`config.mk`:
```
export PLATFORM = sky130hd
export DESIGN_NAME = wdg_timer
export DESIGN_NICKNAME = d
export VERILOG_FILES = /design/src/rtl/wdg_timer.sv
export SDC_FILE = /design/constraint.sdc
export NUM_CORES = 1
export LEC_CHECK = 0
export CAP_MARGIN = 20
export CORE_MARGIN = 2
export CORE_UTILIZATION = 54
export CTS_BUF_LIST = sky130_fd_sc_hd__clkbuf_8
export DETAILED_ROUTE_END_ITERATION = 16
export PLACE_DENSITY = 0.94
export SYNTH_ARGS = -nofsm -noshare
export SYNTH_HDL_FRONTEND = slang
export SYNTH_SLANG_ARGS = --single-unit
```
`constraint.sdc`:
```
create_clock -name clk_osc -period 2.9 [get_ports clk_osc]
set_input_delay 0.435 -clock clk_osc [delete_from_list [all_inputs] [get_ports clk_osc]]
set_output_delay 0.435 -clock clk_osc [all_outputs]
set_load 0.02 [all_outputs]
```
`src/rtl/wdg_timer.sv`:
```
// Key-protected watchdog on the always-on clk_osc domain: interrupt on first timeout, reset_wdg pulse on second.
// Optional kick window (WIN register, CTRL[2]) is built only when WDG_WINDOW_EN is defined.
module wdg_timer #(
    parameter int          CNT_W      = 24,
    parameter logic [15:0] KICK_KEY   = 16'hA55A,
    parameter logic [15:0] UNLOCK_KEY = 16'h1ACC,
    parameter int          RST_PULSE  = 4
) (
    input  logic             clk_osc,
    input  logic             rst_ext_n,
    input  logic             wr_en,
    input  logic [1:0]       wr_addr,
    input  logic [31:0]      wr_data,
    input  logic             dbg_halt,
    output logic             wdg_irq,
    output logic             reset_wdg,
    output logic [CNT_W-1:0] cnt_val,
    output logic [1:0]       wdg_sts
);

    localparam int PC_W = (RST_PULSE > 2) ? $clog2(RST_PULSE) : 1;

    typedef enum logic [1:0] {
        ST_IDLE,
        ST_RUN,
        ST_IRQ,
        ST_RST
    } state_t;

    state_t            state;
    logic              en;
    logic              rst_en;
    logic              unlock;
    logic [CNT_W-1:0]  load;
    logic [CNT_W-1:0]  counter;
    logic [PC_W-1:0]   pulse_cnt;

    logic              key_wr;
    logic              key_unlock;
    logic              key_kick;
    logic              key_bad;
    logic              ctrl_wr;
    logic              load_wr;
    logic              win_wr;
    logic              reg_wr;
    logic              early_kick;
    logic              kick;
    logic              violation;
    logic [CNT_W-1:0]  load_eff;
    logic              unused_wr_data;

    assign unused_wr_data = ^wr_data;

`ifdef WDG_WINDOW_EN
    logic              win_en;
    logic [CNT_W-1:0]  win;
`endif

    always_comb begin
        key_wr     = wr_en && (wr_addr == 2'd3);
        key_unlock = key_wr && (wr_data[15:0] == UNLOCK_KEY);
        key_kick   = key_wr && (wr_data[15:0] == KICK_KEY);
        key_bad    = key_wr && !key_unlock && !key_kick;
        // CTRL is frozen for the duration of a reset pulse
        ctrl_wr    = wr_en && (wr_addr == 2'd0) && unlock && (state != ST_RST);
        load_wr    = wr_en && (wr_addr == 2'd1) && unlock;
`ifdef WDG_WINDOW_EN
        win_wr     = wr_en && (wr_addr == 2'd2) && unlock;
        early_kick = key_kick && (state == ST_RUN) && win_en && (counter > win);
`else
        win_wr     = 1'b0;
        early_kick = 1'b0;
`endif
        reg_wr     = ctrl_wr || load_wr || win_wr;
        kick       = key_kick && !early_kick && (state != ST_RST);
        violation  = en && (key_bad || early_kick);
        load_eff   = (load == '0) ? CNT_W'(1) : load;
    end

    always_ff @(posedge clk_osc or negedge rst_ext_n) begin
        if (!rst_ext_n) begin
            state     <= ST_IDLE;
            en        <= 1'b0;
            rst_en    <= 1'b0;
            unlock    <= 1'b0;
            load      <= '1;
            counter   <= '1;
            pulse_cnt <= '0;
            wdg_irq   <= 1'b0;
            reset_wdg <= 1'b0;
            wdg_sts   <= 2'b00;
`ifdef WDG_WINDOW_EN
            win_en    <= 1'b0;
            win       <= '0;
`endif
        end else begin
            if (reg_wr) begin
                unlock <= 1'b0;
            end else if (key_unlock) begin
                unlock <= 1'b1;
            end

            if (ctrl_wr) begin
                en      <= wr_data[0];
                rst_en  <= wr_data[1];
                wdg_sts <= 2'b00;
            end
            if (load_wr) begin
                load <= wr_data[CNT_W-1:0];
            end
`ifdef WDG_WINDOW_EN
            if (ctrl_wr) begin
                win_en <= wr_data[2];
            end
            if (win_wr) begin
                win <= wr_data[CNT_W-1:0];
            end
`endif
            // Sticky flags set after the CTRL clear so a same-cycle event is never lost
            if (key_bad || early_kick) begin
                wdg_sts[1] <= 1'b1;
            end

            case (state)
                ST_IDLE: begin
                    counter   <= load_eff;
                    wdg_irq   <= 1'b0;
                    reset_wdg <= 1'b0;
                    if (en) begin
                        state <= ST_RUN;
                    end
                end

                ST_RUN: begin
                    if (!en) begin
                        state   <= ST_IDLE;
                        wdg_irq <= 1'b0;
                    end else if (kick) begin
                        counter <= load_eff;
                    end else if (violation) begin
                        state   <= ST_IRQ;
                        wdg_irq <= 1'b1;
                        counter <= load_eff;
                    end else if (!dbg_halt) begin
                        if (counter == '0) begin
                            state      <= ST_IRQ;
                            wdg_irq    <= 1'b1;
                            wdg_sts[0] <= 1'b1;
                            counter    <= load_eff;
                        end else begin
                            counter <= counter - CNT_W'(1);
                        end
                    end
                end

                ST_IRQ: begin
                    if (!en) begin
                        state   <= ST_IDLE;
                        wdg_irq <= 1'b0;
                    end else if (kick) begin
                        state   <= ST_RUN;
                        wdg_irq <= 1'b0;
                        counter <= load_eff;
                    end else if (violation) begin
                        if (rst_en) begin
                            state     <= ST_RST;
                            reset_wdg <= 1'b1;
                            pulse_cnt <= PC_W'(RST_PULSE - 1);
                        end
                    end else if (!dbg_halt) begin
                        if (counter == '0) begin
                            wdg_sts[0] <= 1'b1;
                            if (rst_en) begin
                                state     <= ST_RST;
                                reset_wdg <= 1'b1;
                                pulse_cnt <= PC_W'(RST_PULSE - 1);
                            end
                        end else begin
                            counter <= counter - CNT_W'(1);
                        end
                    end
                end

                ST_RST: begin
                    // The pulse length is fixed so the reset generator always sees a full request
                    if (pulse_cnt == '0) begin
                        state     <= ST_RUN;
                        reset_wdg <= 1'b0;
                        wdg_irq   <= 1'b0;
                        counter   <= load_eff;
                    end else begin
                        pulse_cnt <= pulse_cnt - PC_W'(1);
                    end
                end

                default: begin
                    state <= ST_IDLE;
                end
            endcase
        end
    end

    assign cnt_val = counter;

endmodule

```
==> reports/metrics.cfg, run 1 <==
[sta]
fin_crit_ns = 2.677
period_share_pct = 92.29
fmax_ghz = 0.3736
tightest_slew_ns = 0.6252
slew_headroom_pct = 58.23
fin_skew_ns = 0.007059
hold_violations = 0
setup_viol = 0
maxSlewViolCount = 0
rsz0062_at_grt = false

[global_route]
grt_max_degree = 35
use_met2_pct = 44.45
grt_pass1_vias = 3071
use_met3_pct = 7.375
overflow = 0
antenna_found_initial = 0
grt_usage_pct = 27.01
grt_pass1_wl_um = 15280
busiest_layer = met2
met1_usage_pct = 34.90

[pwr]
p_clk_share_pct = 17.2
peakVddDrop_v = 0.0007721
powerDensity_nw_per_um2 = 1113
p_leak_uw = 0.001765
p_int_uw = 2781
power.total_uw = 5002
sequentialPowerShare_pct = 24.5
p_switching_uw = 2220
switching_share_pct = 44.39
comb_power_share_pct = 58.3

[clock_tree]
cts_setup_buffers = 0
cts_max_level = 3
cts_hold_buf = 0
clockBufferDepth = 2
cts_tree = built
cts_resized = 0
cts_buffers = 9
insertion_delay_ns = 0.35
clockRootBuffer = clkbuf_8
clock_sinks = 59
cts.clk_slew.worst_paths_ns = 0.07

[floorplan]
start_util_pct = 55.71
core-area_um2 = 6314
io_pins = 66
num_rows = 29
die_h_um = 84.71
dieArea_um2 = 7175
fp.dieW_um = 84.71

[layout]
seq_area_um2 = 1536
area_growth_pct = 27.75
multiInputGateArea_um2 = 1755
fin_nets = 464
fin_util_pct = 71.17
n_antenna_cell = 0
drive_gt1_share_pct = 31.84
fill_cells = 431

[worst_setup_path]
critPathMaxFanout = 22
reg2reg_setup_slack_ns = 0.39
crit_type = primary input to flip-flop
startpoint_type = primary input
cp_data_arrival_time_ns = 2.94
cp.required_ns = 3.17
end_kind = flip-flop

[route]
drc = 0
postRouteAntennaNets = 0
first_iter_violations = 530
num_vias = 3197
post_drt_via_cell_ratio = 6.381
first_pass_iters = 5
wire_per_inst_um = 18.85
finalWirelength_um = 9444

[yosys]
ys_ff_latch = 59
syn_inst = 347
synth_enable_flop_cells = 0
async_reset_ff_share_pct = 100.0
post_synth_instance_area_um2 = 3517
synth.distinct_cells = 55
synth_area_leaders = dfstp_2 (36%), mux2_2 (8.6%), dfrtp_1 (7.8%)
yosysTopAreaCellShare_pct = 35.86
syn-num-nets = 392
synth_flop_cell = dfstp_2
yosys-top-cells-count = dfstp_2 (48), a21oi_1 (33), inv_1 (32)
seq_area_frac_synth_pct = 43.69
yosys.area.top_type = dfstp_2
syn_area_per_cell_um2 = 10.14
synth_warnings = 0
synth_most_common_cell = dfstp_2

[run]
drv_cap = 0

[placed_design]
gp_congestion = 0.9043
place.port_buffers = 57
hpwl_um = 6804

[min_path]
min_path_type = primary input to asynchronous set/reset pin

[run_status]
status = complete, no violations

## final timing paths
kind,to,from,cells past startpoint
setup / recovery,cnt_val[23],wr_data[1],11
hold / removal,en,rst_ext_n,1
setup reg to reg,cnt_val[23],cnt_val[21],8
hold reg to reg,wdg_sts[1],wdg_sts[1],1
max in group asynchronous,load[22],rst_ext_n,2
min in group clk_osc,wdg_sts[1],wdg_sts[1],1
## layout make-up
| class | instances | share of cell area [%] |
|---|---|---|
| multi-input cells | 239 | 39.07 |
| flip-flops and latches | 59 | 34.20 |
| clock inverters | 6 | 1.921 |
| inverters | 32 | 2.673 |
| clock buffers | 10 | 3.063 |
| well taps | 77 | 2.144 |
| repair buffers | 78 | 16.93 |
## registers in the layout, indices dropped and copies added (netlist names)
signal,flops
rst_en,1
pulse_cnt,2
state,2
wdg_irq,1
reset_wdg,1
en,1
wdg_sts,2
cnt_val,24
load,24
unlock,1
## power groups by stage
stage | sequential (µW) | clock (µW) | combinational (µW)
after CTS | 1220 | 865 | 2860
after global routing | 1250 | 891 | 3140
after global placement | 1230 | 0 | 2730
final | 1230 | 858 | 2920
after detailed placement | 1240 | 0 | 2820
after floorplan | 1380 | 0 | 1780
## logic make-up (layout without fill, tap and decap cells)
logic type,count (synthesis),count (layout),synth area share [%]
AOI/OAI and AO/OA,96,96,20.31
and+or+nand+nor,108,108,17.97
adders and majority gates,7,7,2.490
muxes,28,28,8.929
DFF,59,59,43.69
buffers and inverters,49,126,6.617
## layer usage
metal  vias up  part of all wire, %
li1       1448                    -
met1      1531                   40
met2       192                   49
met3        26                  8.8
met4         0                  2.0
met5         -                    0
## stage by stage
step	instances	setup WS (ns)	hold WS, ns	cell area [µm²]	setup TNS (ns)
after floorplan	347	0.6640	0.1394	3517	0
after CTS	501	0.2686	0.1050	4493	0
after global routing	501	0.1346	0.1216	4493	0
after detailed placement	485	-0.09913	0.4727	4269	-1.003
final	501	0.2235	0.08963	4493	0
after global placement	485	0.05320	0.4530	4269	0
## layout by cell type, fill, tap and decap left out, types with 3 or more instances in the layout
cell type	netlist	layout
nand2_1	26	26
nor3_1	11	11
a31oi_1	3	3
a21oi_1	33	33
inv_1	32	32
and2_1	3	3
mux2_2	27	27
nor4bb_1	7	7
nand3_1	10	10
clkdlybuf4s50_1	0	56
o22ai_1	9	9
nor2_1	14	14
o22ai_2	12	12
a32oi_1	4	4
dfrtp_1	11	11
o21ai_0	3	3
a22oi_1	17	17
nor4_1	9	9
buf_4	1	18
nand4_1	8	8
clkbuf_8	0	10
buf_12	0	3
ha_1	7	7
dfstp_2	48	48
## worst max-delay path, stage by stage
cell	delay, ns
clkdlybuf4s50_1	0.49
nor4bb_1	0.17
nand4_1	0.16
buf_4	0.14
nor3b_1	0.52
a211oi_1	0.12
buf_4	0.18
o21bai_4	0.27
buf_12	0.21
a21oi_1	0.05
o22ai_1	0.19
No activity file was read; power rests on OpenSTA's default activity.
==> inputs of run 2 (changes only) <==
--- a/config.mk
+++ b/config.mk
@@ -6,11 +6,13 @@
 export NUM_CORES = 1
 export LEC_CHECK = 0
 export CAP_MARGIN = 20
+export CORE_ASPECT_RATIO = 1.5
 export CORE_MARGIN = 2
-export CORE_UTILIZATION = 54
+export CORE_UTILIZATION = 63
 export CTS_BUF_LIST = sky130_fd_sc_hd__clkbuf_8
 export DETAILED_ROUTE_END_ITERATION = 16
-export PLACE_DENSITY = 0.94
+export DONT_BUFFER_PORTS = 1
+export PLACE_DENSITY = 0.78
 export SYNTH_ARGS = -nofsm -noshare
 export SYNTH_HDL_FRONTEND = slang
 export SYNTH_SLANG_ARGS = --single-unit
==> run 2 against run 1 <==
Compared with the run above: critical endpoint is now cnt_val[19]; final cell count decreased by 13%; via count decreased by 11%; clock-buffer cell count increased by 4; largest power group unchanged; core utilization increased by 0.50 points.
==> reports/metrics.cfg, run 2 (synthesis gave the netlist of run 1 again) <==
[run_status]
status = complete, no violations

[sta]
fin_skew_ns = 0.01034  ; +0.003278 ns
slew_headroom_pct = 59.39  ; +1.2 points
tightest_slew_ns = 0.6077  ; -0.01749 ns
setup_viol = 0  ; unchanged
fin_crit_ns = 2.660  ; -0.01695 ns
finalWorstSetupSlack_ns = 0.2404  ; +0.01695 ns
fmax_ghz = 0.3760  ; +0.64%
hold_violations = 0  ; unchanged
period_share_pct = 91.71  ; -0.58 points
fin_setup_tns_ns = 0  ; unchanged
rsz0062_at_grt = false
maxSlewViolCount = 0  ; unchanged

[global_route]
grt_pass1_vias = 2891  ; -5.9%
overflow = 0  ; unchanged
grt_usage_pct = 29.94  ; +2.9 points
antenna_found_initial = 0  ; unchanged
grt_max_degree = 60  ; +71%
grt_pass1_wl_um = 14020  ; -8.3%

[pwr]
p_switching_uw = 2110  ; -5.0%
p_clk_share_pct = 16.4  ; -0.8 points
powerDensity_nw_per_um2 = 1161  ; +4.3%
peakVddDrop_v = 0.0007952  ; +3.0%
switching_share_pct = 46.87  ; +2.5 points
sequentialPowerShare_pct = 31.6  ; +7.1 points
p_int_uw = 2392  ; -14%
comb_power_share_pct = 52.1  ; -6.2 points
p_leak_uw = 0.001529  ; -13%

[layout]
final_cell_mix = dfstp_2 (48), inv_1 (33), a21oi_1 (33)
n_antenna_cell = 0  ; unchanged
fin_util_pct = 71.66  ; +0.50 points
layout_commonest_cell = dfstp_2
drive_gt1_share_pct = 35.44  ; +3.6 points
design_area_um2 = 3876  ; -14%
fin_nets = 404  ; -13%
area_growth_pct = 10.21
fin_cells = 434  ; -13%

[worst_setup_path]
critPathMaxFanout = 18  ; -18%
cp.required_ns = 3.16  ; about the same
r2r_cells = 8  ; unchanged
cp_data_arrival_time_ns = 2.92  ; -0.02 ns
critPathSlowestCell = or4_4
end_kind = flip-flop
cpPeakStageDelay_ns = 0.57  ; +0.05 ns
cpLargestDelayFamily = simple AND/OR/NAND/NOR gates
startpoint_type = flip-flop
crit_type = flip-flop to flip-flop
cp_num_cells = 8  ; -3
cp.buffers_inverters = 1  ; -3
crit_chain = nor3_1 -> nand3_1 -> or4_4 -> o31ai_1 -> o21bai_4 -> buf_4 -> a21oi_1 -> o22ai_1

[placed_design]
place.port_buffers = 0  ; -100%
gp_congestion = 0.9291  ; +2.7%
dpl_cell_area_um2 = 3632  ; -15%
placedCellCount = 416  ; -14%
hpwl_um = 6271  ; -7.8%
place_worst_setup_slack_ns = 0.05745  ; +0.1566 ns

[clock_tree]
cts.clk_slew.worst_paths_ns = 0.07  ; about the same
cts_buffers = 9  ; unchanged
insertion_delay_ns = 0.33  ; -0.02 ns
cts_setup_buffers = 0  ; unchanged
clock_sinks = 59  ; unchanged
cts_tree = built
clockRootBuffer = clkbuf_8
clockBufferDepth = 2  ; unchanged
cts_max_level = 3  ; unchanged

[floorplan]
num_rows = 33  ; +14%
core-area_um2 = 5409  ; -14%
dieArea_um2 = 6209  ; -13%
die_h_um = 95.51  ; +13%
start_util_pct = 65.02  ; +9.3 points
io_pins = 66  ; unchanged
fp.dieW_um = 65.01  ; -23%

[route]
finalWirelength_um = 8691  ; -8.0%
wire_per_inst_um = 20.03  ; +6.2%
drc = 0  ; unchanged
num_vias = 2859  ; -11%
first_pass_iters = 5  ; unchanged
post_drt_via_cell_ratio = 6.588  ; +3.2%
postRouteAntennaNets = 0  ; unchanged
first_iter_violations = 190  ; -64%

[min_path]
whs_path_depth = 1
min_path_type = primary input to flip-flop

[run]
drv_cap = 0  ; unchanged

## run 2: cell types whose count changed in the layout (fill, tap and decap cells not counted), moves of 2 or more
cell,previous run,this run
clkbuf_8,10,14
inv_4,2,0
bufinv_16,2,0
buf_12,3,1
clkdlybuf4s50_1,56,0
buf_4,18,15
## run 2: per-layer routing
layer / wire length, µm / vias to the layer above / track usage (%)
met1: 3178 / 1406 / 33.20
met4: 421 / 0 / 17.55
met5: 0 / - / 0
met3: 464 / 37 / 6.257
li1: - / 1319 / -
met2: 4626 / 97 / 52.41
## run 2: per-stage QoR
step | total power, µW | hold WS (ns)
finish | 4502 | 0.2511
global route | 4808 | 0.2431
CTS | 4466 | 0.2404
detailed placement | 3681 | 0.1406
global placement | 3640 | 0.1406
floorplan | 3158 | 0.1394
## run 2: cell type report
class	instances	area [µm²]
multi-input cells	239	1760
clock inverters	2	8.758
clock buffers	14	192.7
flip-flops and latches	59	1536
well taps	70	87.58
repair buffers	18	170.2
fillers	400	1533
inverters	32	120.1
## run 2: path summary, 6_finish.rpt
kind / from / end / slack (ns)
max reg2reg: cnt_val[10] / cnt_val[19] / 0.24
min reg2reg: pulse_cnt[1] / pulse_cnt[1] / 0.53
max: cnt_val[10] / cnt_val[19] / 0.24
min in group asynchronous: rst_ext_n / wdg_sts[0] / 0.61
max in group asynchronous: rst_ext_n / cnt_val[18] / 1.97
min: wr_data[1] / rst_en / 0.25
## run 2: power groups by stage
stage / clock (µW) / sequential [µW] / combinational [µW]
4_1_cts: 747 / 1420 / 2300
3_3_place_gp: 0 / 1430 / 2210
3_5_place_dp: 0 / 1430 / 2250
5_1_grt: 784 / 1440 / 2580
6_report: 737 / 1420 / 2340
2_1_floorplan: 0 / 1380 / 1780
## run 2: timing repair
item                       CTS  global route
gates resized for setup      0             1
setup endpoints to repair    0             2
hold buffers                 2             0
hold endpoints to repair    59             0
